File: config.mk
export PLATFORM = sky130hd
export DESIGN_NAME = jdv_life_controller
export DESIGN_NICKNAME = d
export VERILOG_FILES = /design/src/rtl/jdv_life_controller.sv
export SDC_FILE = /design/constraint.sdc
export NUM_CORES = 1
export LEC_CHECK = 0
export CAP_MARGIN = 20
export CORE_ASPECT_RATIO = 0.5
export CORE_MARGIN = 2
export CORE_UTILIZATION = 39
export CTS_BUF_LIST = sky130_fd_sc_hd__clkbuf_8 sky130_fd_sc_hd__clkbuf_16
export DETAILED_ROUTE_END_ITERATION = 10
export PLACE_DENSITY_LB_ADDON = 0.05
export SYNTH_ARGS = -nofsm -noshare
export SYNTH_HDL_FRONTEND = slang
export SYNTH_SLANG_ARGS = --single-unit
File: constraint.sdc
create_clock -name clk -period 13.3 [get_ports clk]
set_input_delay 1.33 -clock clk [delete_from_list [all_inputs] [get_ports clk]]
set_output_delay 1.33 -clock clk [all_outputs]
set_load 0.005 [all_outputs]
File: src/rtl/jdv_life_controller.sv
// Game of Life controller: owns the cell map and cursor for the VGA generator, applies button
// edits, computes one cell per clock and commits on a frame boundary. Option macro: JDV_TORUS_EN.
module jdv_life_controller #(
  parameter int GRID_W  = 5,
  parameter int GRID_H  = 2,
  parameter int CELLS   = GRID_W * GRID_H,
  parameter int GEN_DIV = 30
) (
  input  logic             clk,
  input  logic             reset,
  input  logic             btn_left,
  input  logic             btn_right,
  input  logic             btn_up,
  input  logic             btn_down,
  input  logic             btn_toggle,
  input  logic             btn_clear,
  input  logic             btn_step,
  input  logic             btn_run,
  input  logic             vga_vs,
  output logic [CELLS-1:0] vecteur_map,
  output logic [3:0]       largeur_grille,
  output logic [3:0]       hauteur_grille,
  output logic [3:0]       h_position_du_curseur,
  output logic [3:0]       v_position_du_curseur,
  output logic             running,
  output logic             busy,
  output logic [15:0]      gen_count
);

  localparam logic [1:0] ST_IDLE    = 2'd0;
  localparam logic [1:0] ST_COMPUTE = 2'd1;
  localparam logic [1:0] ST_PENDING = 2'd2;
  localparam logic [1:0] ST_COMMIT  = 2'd3;

  logic [1:0]       state_r;
  logic [1:0]       state_nxt_s;
  logic [7:0]       idx_r;
  logic [3:0]       comp_x_r;
  logic [3:0]       comp_y_r;
  logic [CELLS-1:0] map_r;
  logic [CELLS-1:0] next_map_r;
  logic [3:0]       cur_x_r;
  logic [3:0]       cur_y_r;
  logic [3:0]       cur_x_nxt_s;
  logic [3:0]       cur_y_nxt_s;
  logic             running_r;
  logic             busy_r;
  logic [15:0]      gen_count_r;
  logic [15:0]      frame_cnt_r;
  logic             vs_d_r;

  logic             frame_tick_s;
  logic             is_idle_s;
  logic             edit_s;
  logic             gen_tick_s;
  logic             start_s;
  logic [7:0]       tog_idx_s;
  logic [CELLS-1:0] tog_mask_s;
  logic [CELLS-1:0] cell_mask_s;
  logic [3:0]       nbr_s;
  logic             alive_s;
  logic             next_bit_s;

  // Live neighbours of (x,y); each of the 8 offsets contributes at most once.
  function automatic logic [3:0] nbr_count(input logic [CELLS-1:0] map,
                                           input logic [3:0] x,
                                           input logic [3:0] y);
    logic [3:0]       n;
    logic [CELLS-1:0] sh;
    logic             vld;
    int               nx;
    int               ny;
    int               bi;
    n = 4'd0;
    for (int dy = -1; dy <= 1; dy++) begin
      for (int dx = -1; dx <= 1; dx++) begin
        nx = int'(x) + dx;
        ny = int'(y) + dy;
`ifdef JDV_TORUS_EN
        if (nx < 0) nx = nx + GRID_W;
        else if (nx >= GRID_W) nx = nx - GRID_W;
        else nx = nx;
        if (ny < 0) ny = ny + GRID_H;
        else if (ny >= GRID_H) ny = ny - GRID_H;
        else ny = ny;
        vld = 1'b1;
`else
        vld = (nx >= 0) && (nx < GRID_W) && (ny >= 0) && (ny < GRID_H);
`endif
        if (vld) bi = nx + ny * GRID_W;
        else bi = 0;
        sh = map >> bi;
        if (vld && !((dx == 0) && (dy == 0))) n = n + {3'b000, sh[0]};
        else n = n;
      end
    end
    return n;
  endfunction

  assign frame_tick_s = vs_d_r & ~vga_vs;
  assign is_idle_s    = (state_r == ST_IDLE);
  assign edit_s       = is_idle_s & (btn_clear | btn_toggle);
  assign gen_tick_s   = running_r & frame_tick_s & (frame_cnt_r == 16'(GEN_DIV - 1));
  assign start_s      = is_idle_s & ~edit_s & ((btn_step & ~running_r) | gen_tick_s);
  assign tog_idx_s    = 8'(int'(cur_x_r) + int'(cur_y_r) * GRID_W);
  assign tog_mask_s   = CELLS'(1'b1) << tog_idx_s;
  assign cell_mask_s  = CELLS'(1'b1) << idx_r;
  assign nbr_s        = nbr_count(map_r, comp_x_r, comp_y_r);
  assign alive_s      = |(map_r & cell_mask_s);
  assign next_bit_s   = (nbr_s == 4'd3) | (alive_s & (nbr_s == 4'd2));

  // Clamped cursor moves; opposing presses cancel.
  always_comb begin
    cur_x_nxt_s = cur_x_r;
    cur_y_nxt_s = cur_y_r;
    if (btn_left && !btn_right && (cur_x_r != 4'd0)) cur_x_nxt_s = cur_x_r - 4'd1;
    else if (btn_right && !btn_left && (cur_x_r != 4'(GRID_W - 1))) cur_x_nxt_s = cur_x_r + 4'd1;
    else cur_x_nxt_s = cur_x_r;
    if (btn_up && !btn_down && (cur_y_r != 4'd0)) cur_y_nxt_s = cur_y_r - 4'd1;
    else if (btn_down && !btn_up && (cur_y_r != 4'(GRID_H - 1))) cur_y_nxt_s = cur_y_r + 4'd1;
    else cur_y_nxt_s = cur_y_r;
  end

  // Generation FSM next state.
  always_comb begin
    state_nxt_s = state_r;
    case (state_r)
      ST_IDLE: begin
        if (start_s) state_nxt_s = ST_COMPUTE;
        else state_nxt_s = ST_IDLE;
      end
      ST_COMPUTE: begin
        if (idx_r == 8'(CELLS - 1)) state_nxt_s = ST_PENDING;
        else state_nxt_s = ST_COMPUTE;
      end
      ST_PENDING: begin
        if (frame_tick_s) state_nxt_s = ST_COMMIT;
        else state_nxt_s = ST_PENDING;
      end
      ST_COMMIT: state_nxt_s = ST_IDLE;
      default:   state_nxt_s = ST_IDLE;
    endcase
  end

  // FSM state, compute walker and the shadow map being built.
  always_ff @(posedge clk) begin
    if (reset) begin
      state_r    <= ST_IDLE;
      idx_r      <= 8'd0;
      comp_x_r   <= 4'd0;
      comp_y_r   <= 4'd0;
      next_map_r <= '0;
      busy_r     <= 1'b0;
    end else begin
      state_r <= state_nxt_s;
      busy_r  <= (state_nxt_s == ST_COMPUTE) | (state_nxt_s == ST_PENDING);
      if (start_s) begin
        idx_r    <= 8'd0;
        comp_x_r <= 4'd0;
        comp_y_r <= 4'd0;
      end else if (state_r == ST_COMPUTE) begin
        next_map_r <= next_bit_s ? (next_map_r | cell_mask_s) : (next_map_r & ~cell_mask_s);
        idx_r      <= idx_r + 8'd1;
        if (comp_x_r == 4'(GRID_W - 1)) begin
          comp_x_r <= 4'd0;
          comp_y_r <= comp_y_r + 4'd1;
        end else begin
          comp_x_r <= comp_x_r + 4'd1;
        end
      end
    end
  end

  // Displayed map: user edits in IDLE, whole-map commit in COMMIT.
  always_ff @(posedge clk) begin
    if (reset) begin
      map_r       <= '0;
      gen_count_r <= 16'd0;
    end else if (state_r == ST_COMMIT) begin
      map_r       <= next_map_r;
      gen_count_r <= gen_count_r + 16'd1;
    end else if (edit_s) begin
      if (btn_clear) map_r <= '0;
      else map_r <= map_r ^ tog_mask_s;
    end
  end

  // Cursor, run mode, frame divider and vsync edge detector.
  always_ff @(posedge clk) begin
    if (reset) begin
      cur_x_r     <= 4'd0;
      cur_y_r     <= 4'd0;
      running_r   <= 1'b0;
      frame_cnt_r <= 16'd0;
      vs_d_r      <= 1'b1;
    end else begin
      cur_x_r <= cur_x_nxt_s;
      cur_y_r <= cur_y_nxt_s;
      vs_d_r  <= vga_vs;
      if (btn_run) running_r <= ~running_r;
      if (!running_r) frame_cnt_r <= 16'd0;
      else if (frame_tick_s) begin
        if (frame_cnt_r == 16'(GEN_DIV - 1)) frame_cnt_r <= 16'd0;
        else frame_cnt_r <= frame_cnt_r + 16'd1;
      end
    end
  end

  assign vecteur_map           = map_r;
  assign largeur_grille        = 4'(GRID_W);
  assign hauteur_grille        = 4'(GRID_H);
  assign h_position_du_curseur = cur_x_r;
  assign v_position_du_curseur = cur_y_r;
  assign running               = running_r;
  assign busy                  = busy_r;
  assign gen_count             = gen_count_r;

endmodule

; Yosys cells after proc, flatten, opt, wreduce, memory -nomap -nowiden
; Cells that the tools add are included.
; W data, S select, Z words.
[word_totals]
register_bits = 81
in_bits = 11
output_inout_bits = 44
wordCells = 173
[classes]
addsub = 29
n_mul = 4
order_cmp = 12
n_eq_ne = 12
n_shift = 10
muxes = 30
n_bitwise = 21
n_reduce_logical = 42
[op_table]
columns = op, count
row1 = $shr A10 B32 Y1, 8
row2 = $mux W32, 7
row3 = $mux W4, 11
row4 = $mux W10, 4
row5 = $add A16 B1 Y16 const B, 2
row6 = $add A32 B8 Y32, 1
row7 = $add A5 B32 Y32, 1
row8 = $logic_and A1 B1 Y1, 27
row9 = $add A4 B1 Y4, 6
row10 = $add A6 B10 Y11, 2
row11 = $and A10 B10 Y10, 2
row12 = $shl A1 B8 Y10 const A, 2
row13 = $add A4 B1 Y4 const B, 4
row14 = $eq A16 B5 Y1 const B, 1
row15 = $mux W16, 1
row16 = $mul A4 B3 Y7 const B, 2
row17 = $add A5 B1 Y6 const B, 2
row18 = $ge A6 B1 Y1 const B, 2
row19 = $add A5 B10 Y11, 1
row20 = $add A4 B1 Y5 const B, 2
row21 = $add A6 B9 Y10, 1
row22 = $ge A5 B1 Y1 const B, 2
row23 = $mul A6 B4 Y10 const B, 1
row24 = $not A10 Y10, 1
row25 = 37 further kinds, 67

; Logic depth before layout (Yosys ltp)
; Gate-level depths: netlist (run 1).
[depth]
depth_word = 26
mapped_depth = 45
depth_no_buf = 44

; Worst setup path before layout (run 1)
; OpenSTA, ideal clock, no wires.
[synth_timing]
kind = reg2reg
from = reg comp_y_r[1]
to = reg with a tool-made name
setup_ns = 0.133
t_arrival_ns = 9.914
required_ns = 13.167
setup_slack_ns = 3.253
path_stages_with_launch = 44
path_buffers = 1
synth_period_minus_slack_ns = 10.047
path_cell_list = dfxtp_1 -> buf_2 -> inv_1 -> ha_1 -> inv_1 -> ha_1 -> ha_1 -> fa_1 -> a21o_1 -> a21oi_1 -> xnor2_1 -> ha_1 -> and3_1 -> and2_0 -> a221o_1 -> xor2_1 -> or4_1 -> nand4bb_1 -> [8 not listed] -> ha_1 -> mux2i_4 -> inv_1 -> ha_1 -> nor3b_1 -> a21oi_1 -> ha_1 -> inv_1 -> mux2_2 -> a31oi_1 -> ha_1 -> mux2_2 -> ha_1 -> and3_1 -> o21ai_0 -> o21ai_1 -> o211ai_2 -> o22ai_1
[synth_rtl]
columns = item, line_no
row1 = from (decl), 39  ; logic [3:0] comp_y_r;
row2 = from (signal assigned), 166  ; comp_y_r <= comp_y_r + 4'd1;

==> results of run 1 <==
[cells in the final DEF (no fill, tap or decap), types with 14 or more instances in the layout]
cell type	Yosys	routed
ha_1	105	105
o21ai_0	44	44
xor2_1	50	50
nor3_1	20	20
dfxtp_1	81	81
nor2_1	123	123
a21o_1	18	18
xnor2_1	45	45
mux2i_1	24	24
nand2_1	70	70
inv_1	58	59
fa_1	14	14
a21oi_1	77	77
nand3_1	31	31
and3_1	18	18
nand2b_1	16	16
clkdlybuf4s50_1	0	45
[power by group through the flow]
stage | clock (mW) | combinational [mW] | sequential [mW]
after global routing | 0.277 | 0.263 | 0.268
after CTS | 0.268 | 0.232 | 0.267
after detailed placement | 0 | 0.230 | 0.273
after floorplan | 0 | 0.166 | 0.268
final | 0.259 | 0.231 | 0.267
after global placement | 0 | 0.228 | 0.273
[cells in the mapped netlist (4+ instances only)]
cell type    n
nor2_1     123
ha_1       105
dfxtp_1     81
a21oi_1     77
nand2_1     70
inv_1       58
xor2_1      50
xnor2_1     45
o21ai_0     44
clkbuf_1    35
nand3_1     31
mux2i_1     24
nor3_1      20
a21o_1      18
and3_1      18
nand2b_1    16
fa_1        14
nand4_1     13
or3_1       13
nor2b_1     12
o22ai_1     12
o21bai_1    11
a222oi_1    10
and2_1      10
a31oi_1      9
buf_4        9
mux2_2       9
o2111ai_1    9
nor4_1       8
or4_1        8
o211ai_1     6
o22a_1       6
or2_2        6
a211oi_1     4
a221oi_1     4
nand3b_1     4
nor3b_1      4
o21a_1       4
[cell families after synthesis]
family	Yosys count	share of synthesized area, %
AO/OA/AOI/OAI	253	19.7
XOR/XNOR	98	10.4
adder cells (fa/ha/maj)	119	18.5
buffers and inverters	110	5.33
flip-flops	81	18.9
multiplexers	38	5.18
other	2	0.0874
AND/OR/NAND/NOR	372	21.8
[metrics by stage]
stage	util, %	worst slack, ps
after floorplan	-	3250
after global placement	43.0	2400
after detailed placement	43.0	2070
after CTS	44.4	2010
after global routing	44.4	1160
final	44.4	2010
[per-layer routing]
metal	vias up	global-route usage, %
met1	3651	29.9
met4	0	6.59
met3	32	3.65
met5	-	0
li1	3894	-
met2	182	33.9
[layout make-up]
cell class                 instances  area share (%)
inverter                          59            2.30
multi-input combinational        888            68.1
clock inverter                     7           0.820
clock buffer                       9            2.34
tap                              300            3.91
sequential                        81            16.9
timing repair buffer              58            5.68
[critical path, delay by kind of cell (launching register included)]
| family | cells | cell delay (ps) |
|---|---|---|
| buf+inv | 4 | 600 |
| xor+xnor | 2 | 430 |
| compound gates | 10 | 2030 |
| simple gates | 9 | 2110 |
| fa+ha+maj | 13 | 4220 |
| flops | 1 | 670 |
| mux | 4 | 1110 |
[path summary, 6_finish.rpt]
check,startpoint,endpoint,cells past startpoint
worst max-delay path,comp_y_r[1],flop,42
worst min-delay path,flop,flop,2
worst max register to register,comp_y_r[1],flop,42
worst min register to register,flop,flop,2
==> key figures, run 1 <==
Outcome
  • Run status: complete, no violations

Routing
  • Metal2 WL: 10.4 mm
  • Met3 wire length: 1.36 mm
  • Post-DRT Antenna Nets: 0
  • Met1 layer wirelength in the final routing: 12.4 mm
  • DRC violation count after routing: 0
  • Iter 0 DRT Violations: 408
  • Drt pass-1 iters: 5
  • Ratio of routed vias to standard cells: 5.53
  • Vias: 7759
  • Highest routing layer actually used: met4
  • Post-detailed-route wirelength per cell: 17.6 um
  • Total Routed Length: 24.7 mm

Critical path
  • Critical Path Start Type: flop
  • Crit path largest cell delay: 680 ps
  • Slowest cell on the critical path: ha_1
  • Start-to-end type of the worst setup path: reg -> reg
  • CP required: ~14000 ps
  • Cell with the most instances on the worst path: ha_1
  • Endpoint type of the worst setup path: flop
  • Max FO, Critical Path: 12
  • Worst Path Arrival: 11550 ps
  • Slack of the worst reg-to-reg path: 2010 ps

GRT
  • Number of global-route vias before repair: 7355
  • First-pass GRT wire length: ~40 mm
  • GR Overflow Total: 0
  • Number of antenna violations at the first check in global routing: 0
  • Pin count of the biggest net entering global routing: 53
  • Total routing usage reported by global routing: ~21%

STA
  • Final-report max-slew violation count: 0
  • Hold Vio Cnt, Final: 0
  • Shortest clock period the worst path allows after layout: ~11000 ps
  • Final setup violation count: 0
  • Worst Max-Slew Pin Slew: 1030 ps
  • Final clock period utilization by the worst path: 84.9%
  • TNS Setup: 0 ps
  • Worst hold margin: between 400 and 500 ps
  • Clock skew after layout: 12.5 ps
  • Slew HR: 31.4%
  • Achievable clock frequency: 0.0885 GHz
  • Unrepaired setup endpoints after global routing: false

Cells and area
  • Area used by multi-input combinational logic: between 6000 and 7000 sq um
  • Layout fillers: 2208
  • Post-route insts no fill: 1402
  • Post-layout nets: 1227
  • Number of antenna diodes: 0
  • Layout Cell Area excl Fill: 9610 sq um
  • Proportion of layout cells with a drive suffix above 1: 6.17%
  • Area delta synth->final: 11.8%
  • Sequential cell area: approximately 1600 sq um

Synth
  • Number of enable flip-flop cells after synthesis: 0
  • Seq cells post-synth: a little over 80
  • FFs w/ async S/R, synth: 0%
  • Area fraction of the dominant cell type after synthesis: a little under a fifth
  • Most common flop cell mapped by yosys: dfxtp_1
  • Sequential share of the synthesized area: 18.9%
  • Warning count from the yosys run: 0
  • Synthesized area per cell: approximately 8.0 sq um
  • Unique cell type count in the Yosys netlist: 81
  • Cells after Synth: 1073
  • Top cells by area in the synthesized netlist: dfxtp_1 19%, ha_1 15%, nor2_1 5.4%, xor2_1 5.1%, xnor2_1 4.6%
  • Post-synth design cell area: 8590 sq um
  • Post-synth top area cell: dfxtp_1

Power
  • Sum of internal, switching and leakage power: ~0.76 mW
  • Pwr Density: just under 80 nW/um^2
  • Power share of the sequential group: a little over a third
  • Maximum VDD drop: 0.0581 mV
  • Net switching power: 0.260 mW
  • Switching power share of the total: 34.3%
  • Total internal power: just under 0.5 mW
  • Static leakage: 4.05 nW
  • Combinational share of power: 30.5%
  • Part of the power in the clock network: 34.2%

Placed design
  • Placed cell area: 9310 sq um
  • Final RePlAce weighted congestion: 0.853
  • Half-perimeter wire length after placement: around 19 mm
  • IO Port Bufs: 46
  • Cells after DPL: 1386

CTS
  • Worst skew pair latency: around 340 ps
  • Clock transition at path regs: 60 ps
  • PostCTS Resize Cnt: 0
  • CTS Sinks: 81
  • CTS max path bufs: 2
  • CTS H-tree lvls: 3
  • Number of hold-repair buffers added at the cts stage: 0
  • TritonCTS clock tree: built
  • CTS Buf Count: 9
  • Number of buffers inserted by post-CTS setup repair: 0
  • Cell at the root of the clock tree: clkbuf_16

Die
  • Ports placed on the boundary: between 50 and 60
  • Height of the chip: 109 um
  • Placeable Area: 21600 sq um
  • Starting Density: 39.7%
  • Num rows: 38
  • Die Width: about 210 um
  • DIE AREA: 23300 sq um

Flow run
  • MaxCap Viol Count: 0

Min path
  • Classification of the worst-slack hold path: reg -> reg
No activity file was read; power rests on OpenSTA's default activity.
==> run 2, diff against run 1 <==
clock period = 9.6 ns   (was 13.3 ns; I/O delays follow)
==> key figures, run 2 (synthesis gave the netlist of run 1 again) <==
Outcome
  • Run status: complete, no violations (unchanged)

Power
  • Maximum VDD drop: 0.0712 mV (was 0.0581 mV)
  • Static leakage: 4.19 nW (was 4.05 nW)
  • Sum of internal, switching and leakage power: 1.04 mW (was 0.757 mW)
  • Pwr Density: 104 nW/um^2 (was 78.8 nW/um^2)

Cells and area
  • Commonest non-fill, non-tap cell in the layout: nor2_1 (unchanged)
  • Area delta synth->final: 16.1% (was 11.8%)
  • Proportion of layout cells with a drive suffix above 1: 10.7% (was 6.17%)
  • Layout Cell Area excl Fill: 9980 sq um (was 9610 sq um)
  • Number of antenna diodes: 0 (unchanged)
  • Commonest non-fill, non-tap cells in the layout: 121 x nor2_1, 99 x ha_1, 78 x dfxtp_1 (was 123 x nor2_1, 105 x ha_1, 81 x dfxtp_1)
  • Post-route insts no fill: 1426 (was 1402)
  • Share of the core filled with cells in the final layout: 46.1% (was 44.4%)
  • Post-layout nets: 1251 (was 1227)

STA
  • Hold Vio Cnt, Final: 0 (unchanged)
  • Slew HR: 31.2% (was 31.4%)
  • TNS Setup: 0 ps (unchanged)
  • Final setup violation count: 0 (unchanged)
  • Worst hold margin: 485 ps (was 483 ps)
  • Final clock period utilization by the worst path: 96.0% (was 84.9%)
  • Shortest clock period the worst path allows after layout: 9220 ps (was 11290 ps)
  • Worst Max-Slew Pin Slew: 1020 ps (was 1030 ps)
  • Final WS setup: 383 ps (was 2010 ps)
  • Final-report max-slew violation count: 0 (unchanged)
  • Clock skew after layout: 7.92 ps (was 12.5 ps)
  • Achievable clock frequency: 0.108 GHz (was 0.0885 GHz)

Critical path
  • Slack of the worst reg-to-reg path: 380 ps (was 2010 ps)
  • Max FO, Critical Path: 6 (was 12)
  • Slowest cell on the critical path: or4_1 (was ha_1)
  • Cell with the most instances on the worst path: ha_1 (unchanged)
  • CP required: 9810 ps (was 13560 ps)
  • Crit path largest cell delay: 510 ps (was 680 ps)
  • Reg2Reg Launch Point: comp_y_r[0] (was comp_y_r[1])
  • Start-to-end type of the worst setup path: reg -> reg (unchanged)
  • Endpoint type of the worst setup path: flop (unchanged)
  • Critical Path Start Type: flop (unchanged)
  • Crit path buffers/inverters: 1 (was 4)
  • R2R depth: 41 (was 42)
  • Worst Path Arrival: 9430 ps (was 11550 ps)
  • Family of cells with the greatest summed delay on the critical path: adder cells (unchanged)

Routing
  • Drt pass-1 iters: 6 (was 5)
  • Ratio of routed vias to standard cells: 5.49 (was 5.53)
  • Total Routed Length: 24.8 mm (was 24.7 mm)
  • Post-DRT Antenna Nets: 0 (unchanged)
  • Vias: 7835 (was 7759)
  • DRC violation count after routing: 0 (unchanged)
  • Post-detailed-route wirelength per cell: 17.4 um (was 17.6 um)
  • Iter 0 DRT Violations: 407 (was 408)

Placed design
  • Placed cell area: 9480 sq um (was 9310 sq um)
  • Cells after DPL: 1407 (was 1386)
  • Placement-stage worst setup slack: -69.6 ps (was 2070 ps)
  • Half-perimeter wire length after placement: 18.9 mm (was 18.8 mm)
  • IO Port Bufs: 46 (unchanged)
  • Final RePlAce weighted congestion: 0.878 (was 0.853)

Min path
  • Worst Hold Path Cells: 2 (unchanged)
  • Classification of the worst-slack hold path: reg -> reg (unchanged)

Die
  • Num rows: 38 (unchanged)
  • Starting Density: 39.7% (unchanged)
  • Height of the chip: 109 um (unchanged)
  • Die Width: 214 um (unchanged)
  • DIE AREA: 23300 sq um (unchanged)
  • Placeable Area: 21600 sq um (unchanged)
  • Ports placed on the boundary: 55 (unchanged)

CTS
  • Cell at the root of the clock tree: clkbuf_16 (unchanged)
  • CTS max path bufs: 2 (unchanged)
  • Number of hold-repair buffers added at the cts stage: 0 (unchanged)
  • CTS H-tree lvls: 3 (unchanged)
  • Worst skew pair latency: 350 ps (was 340 ps)
  • Clock transition at path regs: 60 ps (about the same)
  • TritonCTS clock tree: built (unchanged)
  • CTS Sinks: 81 (unchanged)
  • CTS Buf Count: 9 (unchanged)

GRT
  • GR Overflow Total: 0 (unchanged)
  • Total routing usage reported by global routing: 21.4% (about the same)
  • Pin count of the biggest net entering global routing: 53 (unchanged)
  • Number of global-route vias before repair: 7494 (was 7355)
  • Number of antenna violations at the first check in global routing: 0 (unchanged)
  • First-pass GRT wire length: 39.4 mm (was 39.8 mm)

Flow run
  • MaxCap Viol Count: 0 (unchanged)
run 2: cell count changes in the layout (fill, tap and decap cells not counted), moves of 3 or more:
cell / before / now
ha_1: 105 / 99
a21oi_2: 0 / 3
ha_4: 0 / 4
buf_4: 12 / 36
a21oi_1: 77 / 74
o22ai_1: 12 / 9
dfxtp_1: 81 / 78
o22ai_2: 0 / 3
run 2: worst max-delay path by stage:
stage	startpoint	to	cells after the start
2_1_floorplan	comp_y_r[0]	flop	43
3_3_place_gp	comp_y_r[0]	flop	41
3_5_place_dp	comp_y_r[0]	flop	41
4_1_cts	comp_y_r[0]	flop	41
5_1_grt	comp_y_r[0]	flop	42
6_report	comp_y_r[0]	flop	41
run 2: what timing repair did:
item,4_1_cts,5_1_grt
gates resized for setup,4,32
gates cloned,0,0
pin swaps,1,14
setup endpoints to repair,10,10
setup buffers,0,3
run 2: per-layer routing:
layer | up-vias | share of wire [%] | global-route usage (%)
li1 | 3940 | - | -
met2 | 176 | 45 | 36.1
met4 | 0 | 1.6 | 6.24
met5 | - | 0 | 0
met3 | 32 | 5.4 | 3.82
met1 | 3687 | 48 | 28.3
run 2: cell type report:
| class | instances | area [sq um] |
|---|---|---|
| Fill cell | 2193 | 11700 |
| Inverter | 59 | 221 |
| Tap cell | 300 | 375 |
| Multi-Input combinational cell | 888 | 6730 |
| Clock inverter | 6 | 58.8 |
| Sequential cell | 81 | 1630 |
| Clock buffer | 10 | 239 |
| Timing Repair Buffer | 82 | 726 |
run 2: tightest hold or removal path: stages, from the launching register on:
cell and delay, ps:
dfxtp_1 310, o21ai_0 70, a21oi_1 60
run 2: power by group:
group | internal [mW] | leakage [nW] | switching, mW
clock | 0.207 | 0.151 | 0.141
sequential | 0.348 | 0.656 | 0.0256
combinational | 0.138 | 3.38 | 0.179
total | 0.694 | 4.19 | 0.345
